### src/rtl/uart_pkg.sv
// -----------------------------------------------------------------------------
// uart_pkg
//   Shared definitions for the memory-mapped UART transmitter:
//   register word offsets (decoded on address bits [3:2]), STATUS/CTRL bit
//   positions, the CTRL reset value and the transmit FSM state encoding.
//
//   Optional build macro: UART_TX_PARITY_EN
//     defined   -> PARITY state exists (3-bit state encoding), STATUS bit11 = 1
//     undefined -> 8N1 framing only (2-bit state encoding), STATUS bit11 = 0
// -----------------------------------------------------------------------------
package uart_pkg;

    // Register word offsets, compared against I_addr[3:2]
    localparam logic [1:0] REG_TXDATA = 2'd0;
    localparam logic [1:0] REG_STATUS = 2'd1;
    localparam logic [1:0] REG_CTRL   = 2'd2;
    localparam logic [1:0] REG_RSVD   = 2'd3;

    // STATUS bit positions
    localparam int ST_FULL      = 0;
    localparam int ST_EMPTY     = 1;
    localparam int ST_BUSY      = 2;
    localparam int ST_OVF       = 3;
    localparam int ST_COUNT_LSB = 4;
    localparam int ST_COUNT_W   = 7;
    localparam int ST_PARITY    = 11;

    // CTRL bit positions
    localparam int CTRL_EN     = 0;
    localparam int CTRL_IRQ_EN = 1;

`ifdef UART_TX_PARITY_EN
    localparam logic PARITY_PRESENT = 1'b1;
    typedef enum logic [2:0] {
        S_IDLE   = 3'd0,
        S_START  = 3'd1,
        S_DATA   = 3'd2,
        S_PARITY = 3'd3,
        S_STOP   = 3'd4
    } tx_state_t;
`else
    localparam logic PARITY_PRESENT = 1'b0;
    typedef enum logic [1:0] {
        S_IDLE  = 2'd0,
        S_START = 2'd1,
        S_DATA  = 2'd2,
        S_STOP  = 2'd3
    } tx_state_t;
`endif

endpackage

### src/rtl/uart_fifo.sv
// -----------------------------------------------------------------------------
// uart_fifo
//   Synchronous FIFO, WIDTH bits x DEPTH entries (DEPTH a power of 2).
//   Pointers carry one extra wrap bit so FULL/EMPTY come from comparing the
//   MSB and the index bits. The head entry is presented combinationally.
//
//   Ports:
//     I_clk, I_rst   clock, asynchronous active-low reset
//     I_push, I_din  write one entry (ignored when full unless popping too)
//     I_pop          remove the head entry (ignored when empty)
//     O_dout         current head entry
//     O_full/O_empty occupancy flags
//     O_count        number of stored entries (0..DEPTH)
// -----------------------------------------------------------------------------
module uart_fifo #(
    parameter int WIDTH = 8,
    parameter int DEPTH = 8
) (
    input  logic                     I_clk,
    input  logic                     I_rst,
    input  logic                     I_push,
    input  logic                     I_pop,
    input  logic [WIDTH-1:0]         I_din,
    output logic [WIDTH-1:0]         O_dout,
    output logic                     O_full,
    output logic                     O_empty,
    output logic [$clog2(DEPTH):0]   O_count
);

    localparam int AW = $clog2(DEPTH);
    localparam logic [AW:0] PTR_ONE = {{AW{1'b0}}, 1'b1};

    logic [WIDTH-1:0] r_mem [DEPTH];
    logic [AW:0]      r_wr_ptr;
    logic [AW:0]      r_rd_ptr;
    logic             w_do_push;
    logic             w_do_pop;

    assign O_empty = (r_wr_ptr == r_rd_ptr);
    assign O_full  = (r_wr_ptr[AW] != r_rd_ptr[AW]) &&
                     (r_wr_ptr[AW-1:0] == r_rd_ptr[AW-1:0]);
    assign O_count = r_wr_ptr - r_rd_ptr;
    assign O_dout  = r_mem[r_rd_ptr[AW-1:0]];

    // A push into a full FIFO is legal only when the head leaves this cycle.
    assign w_do_push = I_push && (!O_full || I_pop);
    assign w_do_pop  = I_pop && !O_empty;

    // NOTE: state registers use non-blocking assignments so every flop samples
    // pre-edge values regardless of statement order.
    always_ff @(posedge I_clk or negedge I_rst) begin
        if (!I_rst) begin
            r_wr_ptr <= '0;
            r_rd_ptr <= '0;
        end else begin
            if (w_do_push) r_wr_ptr <= r_wr_ptr + PTR_ONE;
            if (w_do_pop)  r_rd_ptr <= r_rd_ptr + PTR_ONE;
        end
    end

    // NOTE: storage is not reset; entries are only visible between the
    // pointers, so clearing them would cost logic without changing behaviour.
    always_ff @(posedge I_clk) begin
        if (w_do_push) r_mem[r_wr_ptr[AW-1:0]] <= I_din;
    end

endmodule

### src/rtl/uart_tx_mmio.sv
// -----------------------------------------------------------------------------
// uart_tx_mmio
//   Memory-mapped UART transmitter on the CPU data bus. Stores to TXDATA are
//   queued in a FIFO and serialised LSB first on O_tx (start, 8 data, stop).
//
//   Register window (16 bytes at BASE_ADDR, decoded on I_addr[3:2]):
//     0x0 TXDATA  WO  push I_wdata[7:0]; dropped with sticky OVF when full
//     0x4 STATUS  RO  [0]FULL [1]EMPTY [2]BUSY [3]OVF(W1C) [10:4]COUNT [11]PARITY
//     0x8 CTRL    RW  [0]EN [1]IRQ_EN, resets to 0x1
//     0xC reserved, reads 0
//
//   Ports:
//     I_clk, I_rst          clock, asynchronous active-low reset
//     I_addr, I_wdata       bus address / store data
//     I_we, I_re            write strobe / read qualifier
//     O_rdata               combinational read data (0 when not reading us)
//     O_tx                  serial line, idle high
//     O_irq                 registered level interrupt: IRQ_EN & EMPTY & !BUSY
//
//   Optional build macro: UART_TX_PARITY_EN adds an even parity bit before
//   the stop bit (11-bit frame) and sets STATUS bit11.
// -----------------------------------------------------------------------------
module uart_tx_mmio
    import uart_pkg::*;
#(
    parameter logic [31:0] BASE_ADDR    = 32'h0001_0000,
    parameter int          CLKS_PER_BIT = 868,
    parameter int          FIFO_DEPTH   = 8
) (
    input  logic        I_clk,
    input  logic        I_rst,
    input  logic [31:0] I_addr,
    input  logic [31:0] I_wdata,
    input  logic        I_we,
    input  logic        I_re,
    output logic [31:0] O_rdata,
    output logic        O_tx,
    output logic        O_irq
);

    localparam int AW    = $clog2(FIFO_DEPTH);
    localparam int CNT_W = $clog2(CLKS_PER_BIT);
    localparam logic [CNT_W-1:0] BAUD_RELOAD = CNT_W'(CLKS_PER_BIT - 1);
    localparam logic [CNT_W-1:0] BAUD_ONE    = CNT_W'(1);

    // Bus decode
    logic w_sel;
    logic w_wr_txdata;
    logic w_wr_status;
    logic w_wr_ctrl;

    assign w_sel       = (I_addr[31:4] == BASE_ADDR[31:4]);
    assign w_wr_txdata = w_sel && I_we && (I_addr[3:2] == REG_TXDATA);
    assign w_wr_status = w_sel && I_we && (I_addr[3:2] == REG_STATUS);
    assign w_wr_ctrl   = w_sel && I_we && (I_addr[3:2] == REG_CTRL);

    // Control / status registers and FSM state
    logic             r_en;
    logic             r_irq_en;
    logic             r_ovf;
    logic             r_irq;
    logic             r_tx;
    tx_state_t        r_state;
    logic [7:0]       r_shift;
    logic [CNT_W-1:0] r_baud;
    logic [2:0]       r_bit_idx;
`ifdef UART_TX_PARITY_EN
    logic             r_parity;
`endif

    // FIFO interface
    logic        w_fifo_full;
    logic        w_fifo_empty;
    logic [7:0]  w_fifo_dout;
    logic [AW:0] w_fifo_count;
    logic        w_pop;
    logic        w_push;
    logic        w_drop;
    logic        w_busy;

    assign w_busy = (r_state != S_IDLE);
    assign w_pop  = (r_state == S_IDLE) && r_en && !w_fifo_empty;
    // A pop in the same cycle frees the slot, so a push into a full FIFO then
    // succeeds and does not count as an overflow.
    assign w_push = w_wr_txdata && (!w_fifo_full || w_pop);
    assign w_drop = w_wr_txdata && w_fifo_full && !w_pop;

    uart_fifo #(
        .WIDTH (8),
        .DEPTH (FIFO_DEPTH)
    ) u_fifo (
        .I_clk   (I_clk),
        .I_rst   (I_rst),
        .I_push  (w_push),
        .I_pop   (w_pop),
        .I_din   (I_wdata[7:0]),
        .O_dout  (w_fifo_dout),
        .O_full  (w_fifo_full),
        .O_empty (w_fifo_empty),
        .O_count (w_fifo_count)
    );

    // CTRL, sticky OVF and the registered interrupt
    always_ff @(posedge I_clk or negedge I_rst) begin
        if (!I_rst) begin
            r_en     <= 1'b1;
            r_irq_en <= 1'b0;
            r_ovf    <= 1'b0;
            r_irq    <= 1'b0;
        end else begin
            if (w_wr_ctrl) begin
                r_en     <= I_wdata[CTRL_EN];
                r_irq_en <= I_wdata[CTRL_IRQ_EN];
            end
            if (w_drop) begin
                r_ovf <= 1'b1;
            end else if (w_wr_status && I_wdata[ST_OVF]) begin
                r_ovf <= 1'b0;
            end
            r_irq <= r_irq_en && w_fifo_empty && !w_busy;
        end
    end

    // Transmit FSM. O_tx is registered and set alongside each state change so
    // the line level always matches the state being entered.
    always_ff @(posedge I_clk or negedge I_rst) begin
        if (!I_rst) begin
            r_state   <= S_IDLE;
            r_tx      <= 1'b1;
            r_shift   <= '0;
            r_baud    <= '0;
            r_bit_idx <= '0;
`ifdef UART_TX_PARITY_EN
            r_parity  <= 1'b0;
`endif
        end else begin
            case (r_state)
                S_IDLE: begin
                    r_tx <= 1'b1;
                    if (w_pop) begin
                        r_shift <= w_fifo_dout;
`ifdef UART_TX_PARITY_EN
                        r_parity <= ^w_fifo_dout;
`endif
                        r_baud  <= BAUD_RELOAD;
                        r_state <= S_START;
                        r_tx    <= 1'b0;
                    end
                end
                S_START: begin
                    if (r_baud == '0) begin
                        r_baud    <= BAUD_RELOAD;
                        r_bit_idx <= '0;
                        r_state   <= S_DATA;
                        r_tx      <= r_shift[0];
                    end else begin
                        r_baud <= r_baud - BAUD_ONE;
                    end
                end
                S_DATA: begin
                    if (r_baud == '0) begin
                        r_baud <= BAUD_RELOAD;
                        if (r_bit_idx == 3'd7) begin
`ifdef UART_TX_PARITY_EN
                            r_state <= S_PARITY;
                            r_tx    <= r_parity;
`else
                            r_state <= S_STOP;
                            r_tx    <= 1'b1;
`endif
                        end else begin
                            r_shift   <= r_shift >> 1;
                            r_tx      <= r_shift[1];
                            r_bit_idx <= r_bit_idx + 3'd1;
                        end
                    end else begin
                        r_baud <= r_baud - BAUD_ONE;
                    end
                end
`ifdef UART_TX_PARITY_EN
                S_PARITY: begin
                    if (r_baud == '0) begin
                        r_baud  <= BAUD_RELOAD;
                        r_state <= S_STOP;
                        r_tx    <= 1'b1;
                    end else begin
                        r_baud <= r_baud - BAUD_ONE;
                    end
                end
`endif
                S_STOP: begin
                    // Counter is left at 0; IDLE reloads it on the next pop.
                    if (r_baud == '0) begin
                        r_state <= S_IDLE;
                        r_tx    <= 1'b1;
                    end else begin
                        r_baud <= r_baud - BAUD_ONE;
                    end
                end
                default: begin
                    r_state <= S_IDLE;
                    r_tx    <= 1'b1;
                end
            endcase
        end
    end

    // Read path
    logic [31:0] w_status;

    // NOTE: every always_comb output gets a default first so no path leaves it
    // unassigned, which would otherwise infer a latch.
    always_comb begin
        w_status                                 = '0;
        w_status[ST_FULL]                        = w_fifo_full;
        w_status[ST_EMPTY]                       = w_fifo_empty;
        w_status[ST_BUSY]                        = w_busy;
        w_status[ST_OVF]                         = r_ovf;
        w_status[ST_COUNT_LSB +: ST_COUNT_W]     = ST_COUNT_W'(w_fifo_count);
        w_status[ST_PARITY]                      = PARITY_PRESENT;
    end

    always_comb begin
        O_rdata = '0;
        if (w_sel && I_re) begin
            case (I_addr[3:2])
                REG_STATUS: O_rdata = w_status;
                REG_CTRL:   O_rdata = {30'd0, r_irq_en, r_en};
                default:    O_rdata = '0;
            endcase
        end
    end

    assign O_tx  = r_tx;
    assign O_irq = r_irq;

    // Byte-lane bits and upper store data carry no meaning for this block.
    logic w_unused_bits;
    assign w_unused_bits = &{1'b0, I_addr[1:0], I_wdata[31:8]};

endmodule

### config.mk
export PLATFORM = sky130hd
export DESIGN_NAME = uart_tx_mmio
export DESIGN_NICKNAME = d
export VERILOG_FILES = /design/src/rtl/uart_pkg.sv /design/src/rtl/uart_fifo.sv /design/src/rtl/uart_tx_mmio.sv
export SDC_FILE = /design/constraint.sdc
export NUM_CORES = 1
export LEC_CHECK = 0
export ABC_AREA = 0
export BUFFER_PORTS_ARGS = -buffer_cell sky130_fd_sc_hd__clkbuf_2
export CORE_ASPECT_RATIO = 0.75
export CORE_MARGIN = 4
export CORE_UTILIZATION = 40
export CTS_CLUSTER_DIAMETER = 80
export DETAILED_ROUTE_END_ITERATION = 16
export PLACE_DENSITY_LB_ADDON = 0.2
export SYNTH_ARGS = -nofsm -noshare
export SYNTH_HDL_FRONTEND = slang
export SYNTH_SLANG_ARGS = --single-unit
### constraint.sdc
create_clock -name I_clk -period 3.65 [get_ports I_clk]
set_input_delay 0.1825 -clock I_clk [delete_from_list [all_inputs] [get_ports I_clk]]
set_output_delay 0.1825 -clock I_clk [all_outputs]
set_load 0.1 [all_outputs]
# Word level (Yosys, flattened, before mapping)
# Memory sizes are Yosys's and may differ from the RTL's.
# Cells that the tools add are included.
classes:
  n_addsub: 5
  eq_ne: 17
  muxes: 30
  reduce_logical: 34
ops:
  columns: ["cell", "n"]
  rows:
  - ["$mux W8", 4]
  - ["$pmux W8 S2", 2]
  - ["$mux W10", 3]
  - ["$pmux W10 S3", 1]
  - ["$eq A28 B13 Y1 const B", 1]
  - ["$logic_and A1 B1 Y1", 16]
  - ["$ne A2 B2 Y1 const B", 6]
  - ["$logic_not A10 Y1", 1]
  - ["$mux W2", 5]
  - ["$sub A10 B1 Y10 const B", 1]
  - ["$mux W1", 9]
  - ["$mux W3", 3]
  - ["$add A4 B1 Y4 const B", 2]
  - ["$pmux W2 S4", 1]
  - ["$reduce_and A4 Y1", 2]
  - ["$reduce_bool A2 Y1", 4]
  - ["$eq A2 B2 Y1 const B", 3]
  - ["$pmux W3 S2", 1]
  - ["$reduce_and A5 Y1", 1]
  - ["$eq A2 B1 Y1 const B", 2]
  - ["$eq A4 B4 Y1", 1]
  - ["$logic_not A1 Y1", 4]
  - ["$logic_not A2 Y1", 2]
  - ["$pmux W1 S4", 1]
  - ["10 further kinds", 10]
word_totals:
  register_bits: 36
  mem_bits_rw: 64
  inputBits: 68
  output_inout_bits: 34
  elab_cells: 98
  memories: 1
memory_table:
  columns: ["memory", "words", "width", "rd", "rd_ports_with_merged_regs", "write_ports", "line_no", "rtl"]
  rows:
  - ["u_fifo.r_mem", 8, 8, 1, 0, 1, "uart_fifo.sv:33", "logic [WIDTH-1:0] r_mem [DEPTH];"]

# Longest topological paths before layout
depth:
  depth_word: 8
  depth_mapped: 9
  depth_no_buf: 6

# Modules after synthesis
# A second synthesis with hierarchy kept.
hier_totals:
  hier_cells: 399
  area_unflattened_um2: 5126.2
by_module_without_submodules:
  columns: ["mod", "instances", "cells_per_inst", "area_each_um2", "seq_area_each_um2"]
  rows:
  - ["uart_fifo", 1, 171, 2977.9, 2122.0]
  - ["uart_tx_mmio", 1, 228, 2148.3, 703.2]

# Worst setup path before layout
# OpenSTA, ideal clock, no wires.
synth_timing:
  kind: "register -> output"
  startpoint: "register u_fifo.r_rd_ptr[1]"
  endpoint: "output port O_rdata[7]"
  t_arrival_ns: 4.813
  t_required_ns: 3.467
  setup_slack_ns: -1.346
  stages_incl_launch_ff: 9
  path_buffers: 2
  path_cell_list: "dfrtp_1 -> buf_2 -> buf_2 -> inv_1 -> ha_1 -> nor2b_1 -> o21ai_0 -> a21oi_1 -> nor4b_1"
synth_between:
  elab_chain_len: 3
synth_lines:
  columns: ["element", "line_no", "rtl"]
  rows:
  - ["start: declaration", "uart_fifo.sv:35", "logic [AW:0] r_rd_ptr;"]
  - ["start signal: assignment", "uart_fifo.sv:57", "if (w_do_pop) r_rd_ptr <= r_rd_ptr + PTR_ONE;"]
  - ["$sub A4 B4 Y4", "uart_fifo.sv:42", "assign O_count = r_wr_ptr - r_rd_ptr;"]
  - ["$pmux W8 S2", "uart_tx_mmio.sv:226", "case (I_addr[3:2])"]
  - ["$mux W8", "uart_tx_mmio.sv:225", "if (w_sel && I_re) begin"]
  - ["end: declaration", "uart_tx_mmio.sv:36", "output logic [31:0] O_rdata,"]
# Every way passes these cells.

# Worst setup path in the final report
layout_timing:
  startpoint: "register u_fifo.r_wr_ptr[0]"
  endpoint: "memory u_fifo.r_mem[5][6], enable pin"
layout_between:
  elab_chain_len: 8
  elab_cells_between_ends: 11
layout_lines:
  columns: ["element", "line_no", "rtl"]
  rows:
  - ["start: declaration", "uart_fifo.sv:34", "logic [AW:0] r_wr_ptr;"]
  - ["start signal: assignment", "uart_fifo.sv:56", "if (w_do_push) r_wr_ptr <= r_wr_ptr + PTR_ONE;"]
  - ["$eq A4 B4 Y1 or $eq A3 B3 Y1 (tied branches)", "uart_fifo.sv:39, uart_fifo.sv:41", null]
  - ["$logic_not A1 Y1 or $logic_and A1 B1 Y1 (tied branches)", "uart_tx_mmio.sv:82, uart_fifo.sv:40", null]
  - ["$logic_and A1 B1 Y1 or $logic_not A1 Y1 (tied branches)", "uart_tx_mmio.sv:82, uart_fifo.sv:46, uart_tx_mmio.sv:85", null]
  - ["$logic_or A1 B1 Y1", "uart_fifo.sv:46, uart_tx_mmio.sv:85", null]
  - ["$logic_and A1 B1 Y1", "uart_tx_mmio.sv:85", "assign w_push = w_wr_txdata && (!w_fifo_full || w_pop);"]
  - ["$logic_and A1 B1 Y1", "uart_fifo.sv:46", "assign w_do_push = I_push && (!O_full || I_pop);"]
  - ["$mux W1", "uart_fifo.sv:64", "if (w_do_push) r_mem[r_wr_ptr[AW-1:0]] <= I_din;"]
  - ["$mux W1 (implied by the code)", "uart_fifo.sv:64", null]
  - ["end: declaration", "uart_fifo.sv:33", null]
# Parallel ways exist; a longest one is shown, timed or not.

==> summary.md <==
| Metric | Value |
|---|---|
| Status | complete, but fails checks |
| Violated checks | hold timing |
| All-layer global routing usage | 15.0% |
| Cell variety after synth | 63 |
| Placed insts | 602 |
| First-pass GRT wire length | 17200 um |
| Total power | 2410 uW |
| Yosys top cell area share | 37.7% |
| Synth area leaders | edfxtp_1 38%, dfrtp_1 17%, mux4_2 7.1% |
| Hold Vio Cnt, Final | 33 |
| Routed wire per std cell | 17.2 um |
| Synth Cell Area | 0.00509 mm2 |
| CTS Buf Count | 9 |
| Root buf cell | clkbuf_16 |
| Sequential share of the synthesized area | 55.5% |
| Peak supply drop | 0.264 mV |
| Vias | 3269 |
| R2R depth | 7 |
| # fillers | 1107 |
| Unrepaired setup endpoints after global routing | no |
| Core ar. | 0.0123 mm2 |
| Final Hold Slack | -0.00955 ns |
| P_sw | 636 uW |
| # IOs | 102 |
| Kind of critical path | reg -> reg |
| Area of the multi-input gates | 0.00205 mm2 |
| Detailed Place HPWL | 7620 um |
| Clock slew seen by the registers of the worst setup and hold paths | 0.07 ns |
| GRT overflow | 0 |
| CP top delay family | simple AND/OR/NAND/NOR gates |
| Sequential group share of total power | 52.3% |
| Ant diodes | 0 |
| WP buf/inv | 2 |
| Top_reg_cell synth | edfxtp_1 |
| Share of cells above drive strength 1 | 27.7% |
| Crit path DAT | 2.90 ns |
| Clock network fraction of total power | 38.0% |
| Area Growth Syn to Fin | 14.2% |
| Cells along the critical path | inv_1, ha_1, and3_1, a31oi_1, nand4_1, nor3_1, buf_4 |
| R2R Path End | u_fifo.r_mem[5][6] |
| Critical path depth | 7 |
| Synthesized flop and latch total | 100 |
| Cell Rows | 35 |
| PwrDens | 414 mW/mm2 |
| Slowest CP cell | dfrtp_1 |
| Initial Util | 41.2% |
| Number of DRC markers in iteration 0 | 209 |
| Post-synth top area cell | edfxtp_1 |
| I/O Buffers | 51 |
| CTS tree | built |
| Total die area | 0.0146 mm2 |
| DRC | 0 |
| Initial antenna violation count | 0 |
| Internal | 1770 uW |
| Slew HR | 34.9% |
| Leakage | 0.00232 uW |
| Worst path max stage delay | 0.51 ns |
| Max Buffers Root-to-Sink | 2 |
| Setup repair bufs after CTS | 0 |
| FF+latch area | 0.00283 mm2 |
| Mapped Cells | 384 |
| Clock Sink Count | 100 |
| Comb pwr share | 9.7% |
| Drt first pass iters | 4 |
| Reg-to-reg setup timing slack | 0.80 ns |
| Count leader, synth | edfxtp_1 |
| Crit share post-route | 78.1% |
| Antenna-violating nets left | 0 |
| Endpoint class of the critical path | register |
| Post-layout util | 47.1% |
| Post-CTS sizing | 0 |
| Critical Path Source Type | register |
| Layout Nets | 533 |
| Chip height | 106 um |
| Launching point of the worst reg2reg path | u_fifo.r_wr_ptr[0] |
| Die width | 138 um |
| Net Sw Frac | 26.4% |
| Number of global-route vias before repair | 3218 |
| H-Tree Level Count | 3 |
| Post-DR vias/cell | 5.29 |
| Final setup viols | 0 |
| Min Tclk post-route | 2.85 ns |
| Max Slew Vio Count | 0 |
| Maximum fanout along the worst path | 10 |
| Clk_skew | 0.00778 ns |
| Most instantiated cells after synthesis | 64 x edfxtp_1, 34 x dfrtp_1, 24 x buf_4, 24 x inv_1, 17 x ha_1 |
| Setup TNS | 0 ns |
| Max frequency | 351 MHz |
| Post-synthesis async set-or-reset flop share | 36.0% |
| Worst-Margin Slew | 0.976 ns |
| Syn Area/Cell | 13.3 um2 |
| Post-synth EDFFs | 64 |
| DRT Wirelength | 10600 um |
| Worst-Skew Late Latency | 0.34 ns |
| Routability congestion estimate | 0.822 |
| Max-cap violations | 0 |
| Finished Layout Cells | 618 |
| Worst EP required | 3.70 ns |
| Syn. warnings | 0 |
| CTS Hold Bufs | 0 |
| Maximum number of pins on one net before global-route repair | 37 |
| Hold Crit Class | in -> async |
[power groups by stage]
stage	clock network, uW	logic, uW	registers, uW
after floorplan	0	198	1280
after global routing	991	253	1260
after global placement	0	230	1280
final	916	233	1260
after CTS	937	235	1260
after detailed placement	0	234	1280
[registers in the layout, indices dropped and copies added, names as in the netlist]
register and cells:
u_fifo.r_mem 64, r_baud 10, r_shift 8, u_fifo.r_rd_ptr 4, u_fifo.r_wr_ptr 4, r_bit_idx 3
r_state 2, O_irq 1, O_tx 1, r_en 1, r_irq_en 1, r_ovf 1
[placed cells by master (no fill, tap or decap), types with 6 or more instances in the layout]
master	Yosys	layout
nor4_1	13	9
nor3_1	13	13
nand4_1	12	12
ha_1	17	17
clkbuf_16	0	9
conb_1	1	24
mux4_2	16	16
clkbuf_2	0	51
dfrtp_1	34	34
nand2_1	16	16
a21oi_1	15	15
edfxtp_1	64	64
and3_1	6	6
mux2_2	9	9
nor2_1	11	11
buf_4	24	13
o21ai_0	13	13
inv_1	24	24
[layout make-up]
type,count,share of cell area [%]
Timing Repair Buffer,64,6.07
Tap cell,166,3.57
Inverter,25,1.61
Sequential cell,100,48.6
Multi-Input combinational cell,247,35.3
Clock buffer,9,3.87
Clock inverter,7,0.990
[logic make-up after synthesis]
kind of cell             count (synthesis)  share of synthesized area [%]
multiplexers                            31                           10.3
other                                    1                         0.0736
AO/OA/AOI/OAI                           66                           9.34
adder cells (fa/ha/maj)                 18                           4.57
XOR/XNOR                                 9                           1.55
flip-flops                             100                           55.5
buffers and inverters                   60                           6.56
AND/OR/NAND/NOR                         99                           12.1
[worst register-to-register path: stages (launching register included)]
cell and delay (ns):
dfrtp_1 0.51, inv_1 0.17, ha_1 0.35, and3_1 0.21, a31oi_1 0.20, nand4_1 0.45
nor3_1 0.43, buf_4 0.23
[worst max-delay path by stage]
stage                              end          startpoint  slack (ns)
floorplan                   O_rdata[7]  u_fifo.r_rd_ptr[1]        0.04
global placement    u_fifo.r_mem[5][5]  u_fifo.r_wr_ptr[0]        0.87
detailed placement  u_fifo.r_mem[5][5]  u_fifo.r_wr_ptr[0]        0.87
CTS                 u_fifo.r_mem[5][6]  u_fifo.r_wr_ptr[0]        0.83
global route        u_fifo.r_mem[5][6]  u_fifo.r_wr_ptr[0]        0.54
finish              u_fifo.r_mem[5][6]  u_fifo.r_wr_ptr[0]        0.80
[metal layers]
layer / routed length [um] / GRT usage (%) / vias up / part of all wire (%)
li1: - / - / 1559 / -
met2: 4480 / 21.7 / 121 / 42
met3: 766 / 3.22 / 10 / 7.2
met4: 129 / 4.30 / 0 / 1.2
met5: 0 / 0 / - / 0
met1: 5220 / 22.7 / 1579 / 49
[per-stage QoR]
step / instance area [um2] / setup WS [ns]
finish: 5810 / 0.800
global route: 5810 / 0.539
CTS: 5810 / 0.835
detailed placement: 5530 / 0.869
global placement: 5530 / 0.873
floorplan: 5180 / 0.0430
Power figures use the tool's default switching activity.
